## src/rtl/alu_seq_if.sv

```systemverilog
// alu_seq_if: request/response bundle between the datapath sequencer and alu_seq_core.
// The master drives the request side; the core (slave) drives result, flags, busy and done.
interface alu_seq_if #(
    parameter int WIDTH = 32
);
    logic             start;
    logic [5:0]       op_code;
    logic [WIDTH-1:0] op_a;
    logic [WIDTH-1:0] op_b;
    logic             use_carry;
    logic             dec;
    logic [2:0]       shift_mode;
    logic [15:0]      fr_in;
    logic [WIDTH-1:0] result;
    logic [15:0]      fr_out;
    logic             busy;
    logic             done;

    modport master (
        output start, op_code, op_a, op_b, use_carry, dec, shift_mode, fr_in,
        input  result, fr_out, busy, done
    );

    modport slave (
        input  start, op_code, op_a, op_b, use_carry, dec, shift_mode, fr_in,
        output result, fr_out, busy, done
    );
endinterface

```

## src/rtl/alu_seq_core.sv

```systemverilog
// alu_seq_core: multi-cycle ALU with start/busy/done handshake and N-bit carry/borrow flags.
// Define ALU_DIV_EN to build the iterative restoring divider used by DIV/MOD.
module alu_seq_core #(
    parameter  int WIDTH = 32,
    localparam int SHW   = $clog2(WIDTH)
) (
    input  logic     wire_clock,
    input  logic     wire_reset_n,
    alu_seq_if.slave bus
);
    typedef enum logic [1:0] {IDLE, EXEC, DIV} state_t;

    localparam logic [5:0] OP_FLAGS = 6'b000110;
    localparam logic [5:0] OP_ADD   = 6'b100000;
    localparam logic [5:0] OP_ADD2  = 6'b011101;
    localparam logic [5:0] OP_SUB   = 6'b100001;
    localparam logic [5:0] OP_MUL   = 6'b100010;
    localparam logic [5:0] OP_DIV   = 6'b100011;
    localparam logic [5:0] OP_MOD   = 6'b100101;
    localparam logic [5:0] OP_INC   = 6'b100100;
    localparam logic [5:0] OP_CMP   = 6'b010110;
    localparam logic [5:0] OP_AND   = 6'b010010;
    localparam logic [5:0] OP_OR    = 6'b010011;
    localparam logic [5:0] OP_XOR   = 6'b010100;
    localparam logic [5:0] OP_NOT   = 6'b010101;
    localparam logic [5:0] OP_SHIFT = 6'b010000;
    localparam logic [WIDTH-1:0] ONE = {{(WIDTH-1){1'b0}}, 1'b1};

    state_t           state_q, state_d;
    logic [WIDTH-1:0] res_q, res_d;
    logic [15:0]      flags_q, flags_d;
    logic             busy_q, busy_d;
    logic             done_q, done_d;
    logic             latch;

    logic [5:0]       op_q;
    logic [WIDTH-1:0] a_q, b_q;
    logic             carry_q, dec_q;
    logic [2:0]       mode_q;
    logic [15:0]      fr_q;

    logic [WIDTH-1:0]   exec_res;
    logic [15:0]        exec_fr;
    logic               cin;
    logic [WIDTH:0]     sum, diff;
    logic [2*WIDTH-1:0] prod;
    logic [SHW-1:0]     amt, amt_neg;
    logic [WIDTH-1:0]   incdec, rol, ror;

    assign cin     = carry_q & fr_q[11];
    assign sum     = {1'b0, a_q} + {1'b0, b_q} + {{WIDTH{1'b0}}, cin};
    assign diff    = {1'b0, a_q} - {1'b0, b_q} - {{WIDTH{1'b0}}, cin};
    assign prod    = {{WIDTH{1'b0}}, a_q} * {{WIDTH{1'b0}}, b_q};
    assign incdec  = dec_q ? (a_q - ONE) : (a_q + ONE);
    assign amt     = b_q[SHW-1:0];
    // amt_neg is (WIDTH - amt) mod WIDTH, so amt=0 collapses both rotates to a pass-through
    assign amt_neg = -amt;
    assign rol     = (a_q << amt) | (a_q >> amt_neg);
    assign ror     = (a_q >> amt) | (a_q << amt_neg);

`ifdef ALU_DIV_EN
    localparam logic [SHW:0] DIV_LAST = (SHW+1)'(WIDTH);
    logic [WIDTH-1:0] rem_q, quo_q, div_trial, div_val;
    logic [WIDTH:0]   div_shift;
    logic [SHW:0]     cnt_q;
    logic             div_ge, div_step;

    assign div_shift = {rem_q, quo_q[WIDTH-1]};
    assign div_ge    = div_shift >= {1'b0, b_q};
    // when div_ge holds the true difference is below b, so the low WIDTH bits are exact
    assign div_trial = div_shift[WIDTH-1:0] - b_q;
    assign div_val   = (op_q == OP_MOD) ? rem_q : quo_q;
`endif

    always_comb begin
        exec_res = res_q;
        exec_fr  = fr_q;
        case (op_q)
            OP_FLAGS: exec_fr = fr_q;
            OP_ADD, OP_ADD2: begin
                exec_res    = sum[WIDTH-1:0];
                exec_fr[11] = sum[WIDTH];
                exec_fr[12] = ~|sum[WIDTH-1:0];
            end
            OP_SUB: begin
                exec_res    = diff[WIDTH-1:0];
                exec_fr[6]  = diff[WIDTH];
                exec_fr[12] = ~|diff[WIDTH-1:0];
            end
            OP_MUL: begin
                exec_res    = prod[WIDTH-1:0];
                exec_fr[10] = |prod[2*WIDTH-1:WIDTH];
                exec_fr[12] = ~|prod[WIDTH-1:0];
            end
            // reached only for a zero divisor or when no divider is built
            OP_DIV, OP_MOD: begin
                exec_res   = '0;
                exec_fr[9] = 1'b1;
            end
            OP_INC: begin
                exec_res    = incdec;
                exec_fr[12] = ~|incdec;
            end
            OP_CMP: begin
                if (a_q == b_q)     exec_fr[15:13] = 3'b001;
                else if (a_q < b_q) exec_fr[15:13] = 3'b010;
                else                exec_fr[15:13] = 3'b100;
            end
            OP_AND: begin
                exec_res    = a_q & b_q;
                exec_fr[12] = ~|(a_q & b_q);
            end
            OP_OR: begin
                exec_res    = a_q | b_q;
                exec_fr[12] = ~|(a_q | b_q);
            end
            OP_XOR: begin
                exec_res    = a_q ^ b_q;
                exec_fr[12] = ~|(a_q ^ b_q);
            end
            OP_NOT: begin
                exec_res    = ~a_q;
                exec_fr[12] = ~|(~a_q);
            end
            OP_SHIFT: begin
                casez (mode_q)
                    3'b00?:  exec_res = a_q << amt;
                    3'b01?:  exec_res = a_q >> amt;
                    3'b10?:  exec_res = rol;
                    default: exec_res = ror;
                endcase
            end
            default: ;
        endcase
    end

    always_comb begin
        state_d = state_q;
        res_d   = res_q;
        flags_d = flags_q;
        busy_d  = busy_q;
        done_d  = 1'b0;
        latch   = 1'b0;
`ifdef ALU_DIV_EN
        div_step = 1'b0;
`endif
        case (state_q)
            IDLE: begin
                if (bus.start) begin
                    latch   = 1'b1;
                    busy_d  = 1'b1;
                    state_d = EXEC;
`ifdef ALU_DIV_EN
                    if ((bus.op_code == OP_DIV || bus.op_code == OP_MOD) && bus.op_b != '0)
                        state_d = DIV;
`endif
                end
            end
            EXEC: begin
                res_d   = exec_res;
                flags_d = exec_fr;
                busy_d  = 1'b0;
                done_d  = 1'b1;
                state_d = IDLE;
            end
            DIV: begin
`ifdef ALU_DIV_EN
                if (cnt_q == DIV_LAST) begin
                    res_d       = div_val;
                    flags_d     = fr_q;
                    flags_d[9]  = 1'b0;
                    flags_d[12] = ~|div_val;
                    busy_d      = 1'b0;
                    done_d      = 1'b1;
                    state_d     = IDLE;
                end else begin
                    div_step = 1'b1;
                end
`else
                busy_d  = 1'b0;
                state_d = IDLE;
`endif
            end
            default: state_d = IDLE;
        endcase
    end

    always_ff @(posedge wire_clock) begin
        if (!wire_reset_n) begin
            state_q <= IDLE;
            res_q   <= '0;
            flags_q <= '0;
            busy_q  <= 1'b0;
            done_q  <= 1'b0;
        end else begin
            state_q <= state_d;
            res_q   <= res_d;
            flags_q <= flags_d;
            busy_q  <= busy_d;
            done_q  <= done_d;
        end
    end

    always_ff @(posedge wire_clock) begin
        if (latch) begin
            op_q    <= bus.op_code;
            a_q     <= bus.op_a;
            b_q     <= bus.op_b;
            carry_q <= bus.use_carry;
            dec_q   <= bus.dec;
            mode_q  <= bus.shift_mode;
            fr_q    <= bus.fr_in;
        end
`ifdef ALU_DIV_EN
        if (latch) begin
            rem_q <= '0;
            quo_q <= bus.op_a;
            cnt_q <= '0;
        end else if (div_step) begin
            cnt_q <= cnt_q + (SHW+1)'(1);
            if (div_ge) begin
                rem_q <= div_trial;
                quo_q <= {quo_q[WIDTH-2:0], 1'b1};
            end else begin
                rem_q <= div_shift[WIDTH-1:0];
                quo_q <= {quo_q[WIDTH-2:0], 1'b0};
            end
        end
`endif
    end

    assign bus.result = res_q;
    assign bus.fr_out = flags_q;
    assign bus.busy   = busy_q;
    assign bus.done   = done_q;
endmodule
```

## src/flat_wrapper.sv

```systemverilog
// flat-port wrapper written by rule: the top's interface ports become plain ports
module alu_seq_core_flat 
#(
    parameter  int WIDTH = 32,
    localparam int SHW   = $clog2(WIDTH)
)
  (wire_clock, wire_reset_n, bus_start, bus_op_code, bus_op_a, bus_op_b, bus_use_carry, bus_dec, bus_shift_mode, bus_fr_in, bus_result, bus_fr_out, bus_busy, bus_done);
  alu_seq_if #(.WIDTH(WIDTH)) bus_i ();
  input  logic wire_clock;
  input  logic wire_reset_n;
  input wire logic [$bits(bus_i.start)-1:0] bus_start;
  input wire logic [$bits(bus_i.op_code)-1:0] bus_op_code;
  input wire logic [$bits(bus_i.op_a)-1:0] bus_op_a;
  input wire logic [$bits(bus_i.op_b)-1:0] bus_op_b;
  input wire logic [$bits(bus_i.use_carry)-1:0] bus_use_carry;
  input wire logic [$bits(bus_i.dec)-1:0] bus_dec;
  input wire logic [$bits(bus_i.shift_mode)-1:0] bus_shift_mode;
  input wire logic [$bits(bus_i.fr_in)-1:0] bus_fr_in;
  output wire logic [$bits(bus_i.result)-1:0] bus_result;
  output wire logic [$bits(bus_i.fr_out)-1:0] bus_fr_out;
  output wire logic [$bits(bus_i.busy)-1:0] bus_busy;
  output wire logic [$bits(bus_i.done)-1:0] bus_done;
  assign bus_i.start = bus_start;
  assign bus_i.op_code = bus_op_code;
  assign bus_i.op_a = bus_op_a;
  assign bus_i.op_b = bus_op_b;
  assign bus_i.use_carry = bus_use_carry;
  assign bus_i.dec = bus_dec;
  assign bus_i.shift_mode = bus_shift_mode;
  assign bus_i.fr_in = bus_fr_in;
  assign bus_result = bus_i.result;
  assign bus_fr_out = bus_i.fr_out;
  assign bus_busy = bus_i.busy;
  assign bus_done = bus_i.done;
  alu_seq_core #(.WIDTH(WIDTH)) u_core (.wire_clock(wire_clock), .wire_reset_n(wire_reset_n), .bus(bus_i));
endmodule
```

## config.mk

```make
export PLATFORM = sky130hd
export DESIGN_NAME = alu_seq_core_flat
export DESIGN_NICKNAME = d
export VERILOG_FILES = /design/src/rtl/alu_seq_if.sv /design/src/rtl/alu_seq_core.sv /design/src/flat_wrapper.sv
export SDC_FILE = /design/constraint.sdc
export NUM_CORES = 2
export LEC_CHECK = 0
export ABC_AREA = 1
export ABC_CLOCK_PERIOD_IN_PS = 7200
export CAP_MARGIN = 10
export CORE_ASPECT_RATIO = 1.5
export CORE_MARGIN = 2
export CORE_UTILIZATION = 60
export CTS_CLUSTER_DIAMETER = 50
export DETAILED_ROUTE_END_ITERATION = 10
export PLACE_DENSITY = 0.81
export SLEW_MARGIN = 40
export SYNTH_ARGS = -nofsm -noshare
export SYNTH_HDL_FRONTEND = slang
export SYNTH_SLANG_ARGS = --single-unit
```

## constraint.sdc

```tcl
create_clock -name wire_clock -period 7.2 [get_ports wire_clock]
set_clock_uncertainty 0.1 [all_clocks]
set_input_delay 1.08 -clock wire_clock [delete_from_list [all_inputs] [get_ports wire_clock]]
set_output_delay 1.08 -clock wire_clock [all_outputs]
set_load 0.1 [all_outputs]
```

After elaboration in Yosys (flattened, before gate mapping)

Cells that the tools add are included.

Logic and storage cells: 91
Output and inout port bits: 50
Bits of input ports: 94
Register bits after elaboration: 142

$add $sub $neg: 7
Bitwise logic cells: 7
Mux-type cells: 16
Multiply operators: 1
Reductions and logical operators: 26
Equal/unequal tests: 17
$lt $le $gt $ge: 1
Shift operators: 4

Operator list:

| cell                  | number |
|---|---|
| $pmux 32 s10          | 1 |
| $reduce_or 32->1      | 9 |
| $or 32x32->32         | 3 |
| $pmux 32 s3           | 1 |
| $mul 32x32->64        | 1 |
| $shl 32x5->32         | 2 |
| $shr 32x5->32         | 2 |
| $eq 6x5->1 const B    | 7 |
| $eq 6x6->1 const B    | 6 |
| $add 32x32->33        | 1 |
| $add 33x1->33         | 1 |
| $sub 32x32->33        | 1 |
| $sub 33x1->33         | 1 |
| $add 32x1->32 const B | 1 |
| $and 32x32->32        | 1 |
| $eq 32x32->1          | 1 |
| $lt 32x32->1          | 1 |
| $mux 32               | 1 |
| $not 32->32           | 1 |
| $sub 32x1->32 const B | 1 |
| $xor 32x32->32        | 1 |
| $reduce_bool 10->1    | 1 |
| $mux 3                | 3 |
| $logic_not 1->1       | 8 |
| other kinds (12)      | 23 |

Depth between registers and ports, before layout

Depth after elaboration: 5
Mapped depth: 42

Least setup slack after synthesis

No wires, ideal clock.

Kind: register to register
Start: register u_core.b_q[2]
End: register u_core.flags_q[10], in the netlist u_core.bus.fr_out[10]
Setup time: 115 ps
Cell stages (with the launch flop): 36
Period minus slack after synthesis: 7397 ps
Data arrival time: 7181 ps
Slack: -197 ps
Required time: 6985 ps
Cells stage by stage: edfxtp_1 > buf_4 > clkbuf_1 > clkbuf_1 > buf_1 > nand2_1 > fa_1 > fa_1 > inv_1 > fa_1 > inv_1 > fa_1 > inv_1 > fa_1 > fa_1 > inv_1 > fa_1 > fa_1 > inv_1 > ha_1 > a21oi_1 > o21ai_0 > a21oi_1 > nor2_1 > nor2_1 > inv_1 > a21oi_1 > nand2_1 > nand2_1 > nand2_1 > nor2_1 > nand2_1 > nor2_1 > nand3_1 > nand2_1 > nand2_1

Word-level cells in the longest chain between the ends: 3

Ends and longest elaborated chain:

| what                   | line                | text |
|---|---|---|
| start, declared        | alu_seq_core.sv:37  | `logic [WIDTH-1:0] a_q, b_q;` |
| start signal, assigned | alu_seq_core.sv:208 | `b_q <= bus.op_b;` |
| $mul 32x32->64         | alu_seq_core.sv:53  | `assign prod = {{WIDTH{1'b0}}, a_q} * {{WIDTH{1'b0}}, b_q};` |
| $reduce_or 32->1       | alu_seq_core.sv:92  | `exec_fr[10] = \|prod[2*WIDTH-1:WIDTH];` |
| $mux 1                 | alu_seq_core.sv:78  | `case (op_q)` |
| end signal, assigned   | alu_seq_core.sv:198 | `flags_q <= flags_d;` |
| end, declared          | alu_seq_core.sv:31  | `logic [15:0] flags_q, flags_d;` |

Every way passes these cells.
A chain may end at the register's enable or synchronous reset.

Worst setup path after layout

Start: register u_core.a_q[13]
End: register u_core.res_q[22], in the netlist u_core.bus.result[22]

Word-level cells in the longest chain between the ends: 4

Ends and longest elaborated chain:

| what                                                                   | line                | text |
|---|---|---|
| start, declared                                                        | alu_seq_core.sv:37  |  |
| start signal, assigned                                                 | alu_seq_core.sv:207 | `a_q <= bus.op_a;` |
| parallel branches: the longest is 3 deep, another holds $mul 32x32->64 | --                  |  |
| $pmux 32 s10 *                                                         | alu_seq_core.sv:78  |  |
| end signal, assigned                                                   | alu_seq_core.sv:197 | `res_q <= res_d;` |
| end, declared                                                          | alu_seq_core.sv:30  | `logic [WIDTH-1:0] res_q, res_d;` |

Mark *: on every way between the ends.

==> impl_metrics.ini <==
[cts]
cts_htree_levels = 4
cts_buffers = 17
hold_buffers = 0
cts_tree = done
cts.sink_count = 141
clock_path_buffers = 2
cts-root-buf = clkbuf_16
clk_latency_ns = 0.52
clk_pin_slew_ns = 0.09

[logic_synthesis]
synth_area_sq_um = 56300
syn_inst = 8391
async_flop_share_pct = 0
synth_flop_cell = edfxtp_1
synth_simple_gate_area_share_pct = 25.5
muxShareOfSynthArea_pct = 0.302
synth.largest_area_cell = fa_1
synth_top_area_share_pct = 32.0
synth_nets = 9840
seq_area_frac_synth_pct = 6.61
synth_top_family_by_area = adder cells
ys_seq_elements = 141
ys.warnings.count = 0
synthAdderAreaFrac_pct = 42.1
synth_compound_area_share_pct = 8.64
synth-xor-area-share_pct = 0.573
synth-edff-count = 90
syn_area_per_cell_sq_um = 6.71
ys_types = 61
ys_top_cells_by_area = fa_1 32%, nand2_1 17%, inv_1 14%, ha_1 10%, edfxtp_1 4.8%

[die]
die_area_sq_um = 96400
core-area_sq_um = 93100
die_w_um = 254
start_util_pct = 60.5
num_io_pins = 144
die_h_um = 379
rows = 137

[global_route]
grt_max_degree = 68
antenna_found_initial = 19
grt_usage_pct = 54.8
grt_pass1_wl_mm = 384
grt-ovfl-total = 0
grt_pass1_vias = 64648

[sta]
drv_slew = 0
rsz0062_at_grt = true
fin_ws_ns = -0.932
setup_viol = 20
max_freq_ghz = 0.123
final-hold-violation-count = 0
setup_tns_ns = -11.63
relSlewSlack_pct = 30.4
post-route-period-util_pct = 113
worst_pin_slew_ns = 1.04
period_minus_slack_ns = 8.13

[routing]
wl_per_cell_um = 26.6
finalWirelength_mm = 270
postRouteAntennaNets = 0
firstDrtPassIters = 10
avgViaCountPerCell = 6.21
drc = 0
drtIter0Drc = 8800
vias = 63028

[setup_path]
cpMaxStageDelayCell = fa_2
startpoint_type = flip-flop
crit_path_end_kind = flip-flop
critPathMaxFanout = 13
path_class = reg2reg
crit_top_cell = fa_1
worstPathArrival_ns = 8.40
required_ns = 7.46
cpPeakStageDelay_ns = 0.76

[placement]
hpwl_mm = 208
globalplace.congestion = 1.13
port_buffers = 142

[status]
status = finished, violations left
violations = negative setup slack

[cells_and_area]
final_common_cell = nand2_1
nets = 10325
final_cell_mix = 2480 x nand2_1, 2006 x inv_1, 878 x fa_1
area.growth.synth_to_final_pct = 17.4
drive_above_1_share_pct = 12.4

[run]
cap_viol_max_count = 0

[hold_path]
worstHoldPathType = reg2reg
-- routing by layer --
metal	global-route usage, %	routed length, um	vias to the layer above
li1	-	-	26097
met2	82.8	114000	5682
met3	19.6	37600	2585
met4	62.5	40000	14
met5	1.09	202	-
met1	55.1	78600	28650
-- worst max-delay path: cells and delay by family, from the launching register on --
| kind | cells | cell delay (ns) |
|---|---|---|
| flip-flops | 1 | 0.43 |
| buffers and inverters | 12 | 1.15 |
| adder cells (fa/ha/maj) | 9 | 4.70 |
| AND/OR/NAND/NOR | 11 | 1.24 |
| AO/OA/AOI/OAI | 2 | 0.31 |
-- area by class of cell --
class | instances | area (sq um)
repair buffers | 824 | 7650
clock inverters | 11 | 93.8
well taps | 1251 | 1570
multi-input cells | 5833 | 44800
inverters | 2059 | 7740
diodes | 14 | 35.0
fillers | 7142 | 27000
flip-flops and latches | 141 | 3720
clock buffers | 21 | 503
-- state kept, by name (all words and copies together) (netlist names) --
name	flops
u_core.bus.done	1
u_core.carry_q	1
u_core.dec_q	1
u_core.mode_q	2
u_core.op_q	6
u_core.state_q	1
u_core.bus.busy	1
u_core.b_q	32
u_core.a_q	32
u_core.bus.result	32
u_core.fr_q	16
u_core.bus.fr_out	16
-- metrics by stage --
step	cells	hold WS [ns]	util, %	setup WS, ns	area [sq um]
2_1_floorplan	8391	0.341	-	0.0104	56300
3_3_place_gp	10075	0.336	68.7	-0.588	63900
4_1_cts	10116	0.355	70.0	-0.457	65100
3_5_place_dp	10075	0.340	68.4	-0.748	63700
6_report	10154	0.354	71.0	-0.932	66100
5_1_grt	10143	0.376	71.0	-1.16	66100
-- synth_stat cells (3+ instances only) --
cell type,number
o221ai_1,5
clkinv_1,5
o21a_1,14
a31oi_1,10
a22o_1,9
nand2_1,2561
nand3b_1,38
clkbuf_1,291
o31ai_1,4
o21ai_0,332
nor4_1,19
a21boi_0,5
inv_1,2040
a21o_1,12
and2_1,5
buf_4,4
ha_1,454
o22ai_1,74
xor2_1,23
nand4_1,87
buf_2,38
buf_1,24
mux2i_1,17
edfxtp_1,90
o211ai_1,43
a221oi_1,6
fa_1,901
nor2_1,457
a2111oi_0,3
or2_2,17
xnor2_1,12
dfxtp_1,51
a211oi_1,5
nor3_1,52
nand3_1,321
o21bai_1,20
o2111ai_1,14
inv_2,14
o21ai_1,10
a21oi_1,278
-- path summary, 6_finish.rpt --
path                        startpoint                     to  slack (ns)  cells past startpoint
hold / removal    u_core.bus.fr_out[9]   u_core.bus.fr_out[9]        0.35                      2
hold reg to reg   u_core.bus.fr_out[9]   u_core.bus.fr_out[9]        0.35                      2
setup / recovery        u_core.a_q[13]  u_core.bus.result[22]       -0.93                     34
setup reg to reg        u_core.a_q[13]  u_core.bus.result[22]       -0.93                     34
-- logic make-up after synthesis --
logic type,Yosys count
mux,17
fa+ha+maj,1355
xor+xnor,36
buf+inv,2417
simple gates,3568
flops,141
compound gates,857
-- what timing repair did --
| action | 4_1_cts | 5_1_grt |
|---|---|---|
| resized for setup | 212 | 168 |
| endpoints found under the setup margin | 18 | 24 |
| gates cloned | 0 | 4 |
| pin swaps | 65 | 60 |
| buffers inserted | 11 | 21 |
Power is not shown: default switching activity piles up to over one toggle a cycle in this logic, so the estimate is an artifact.
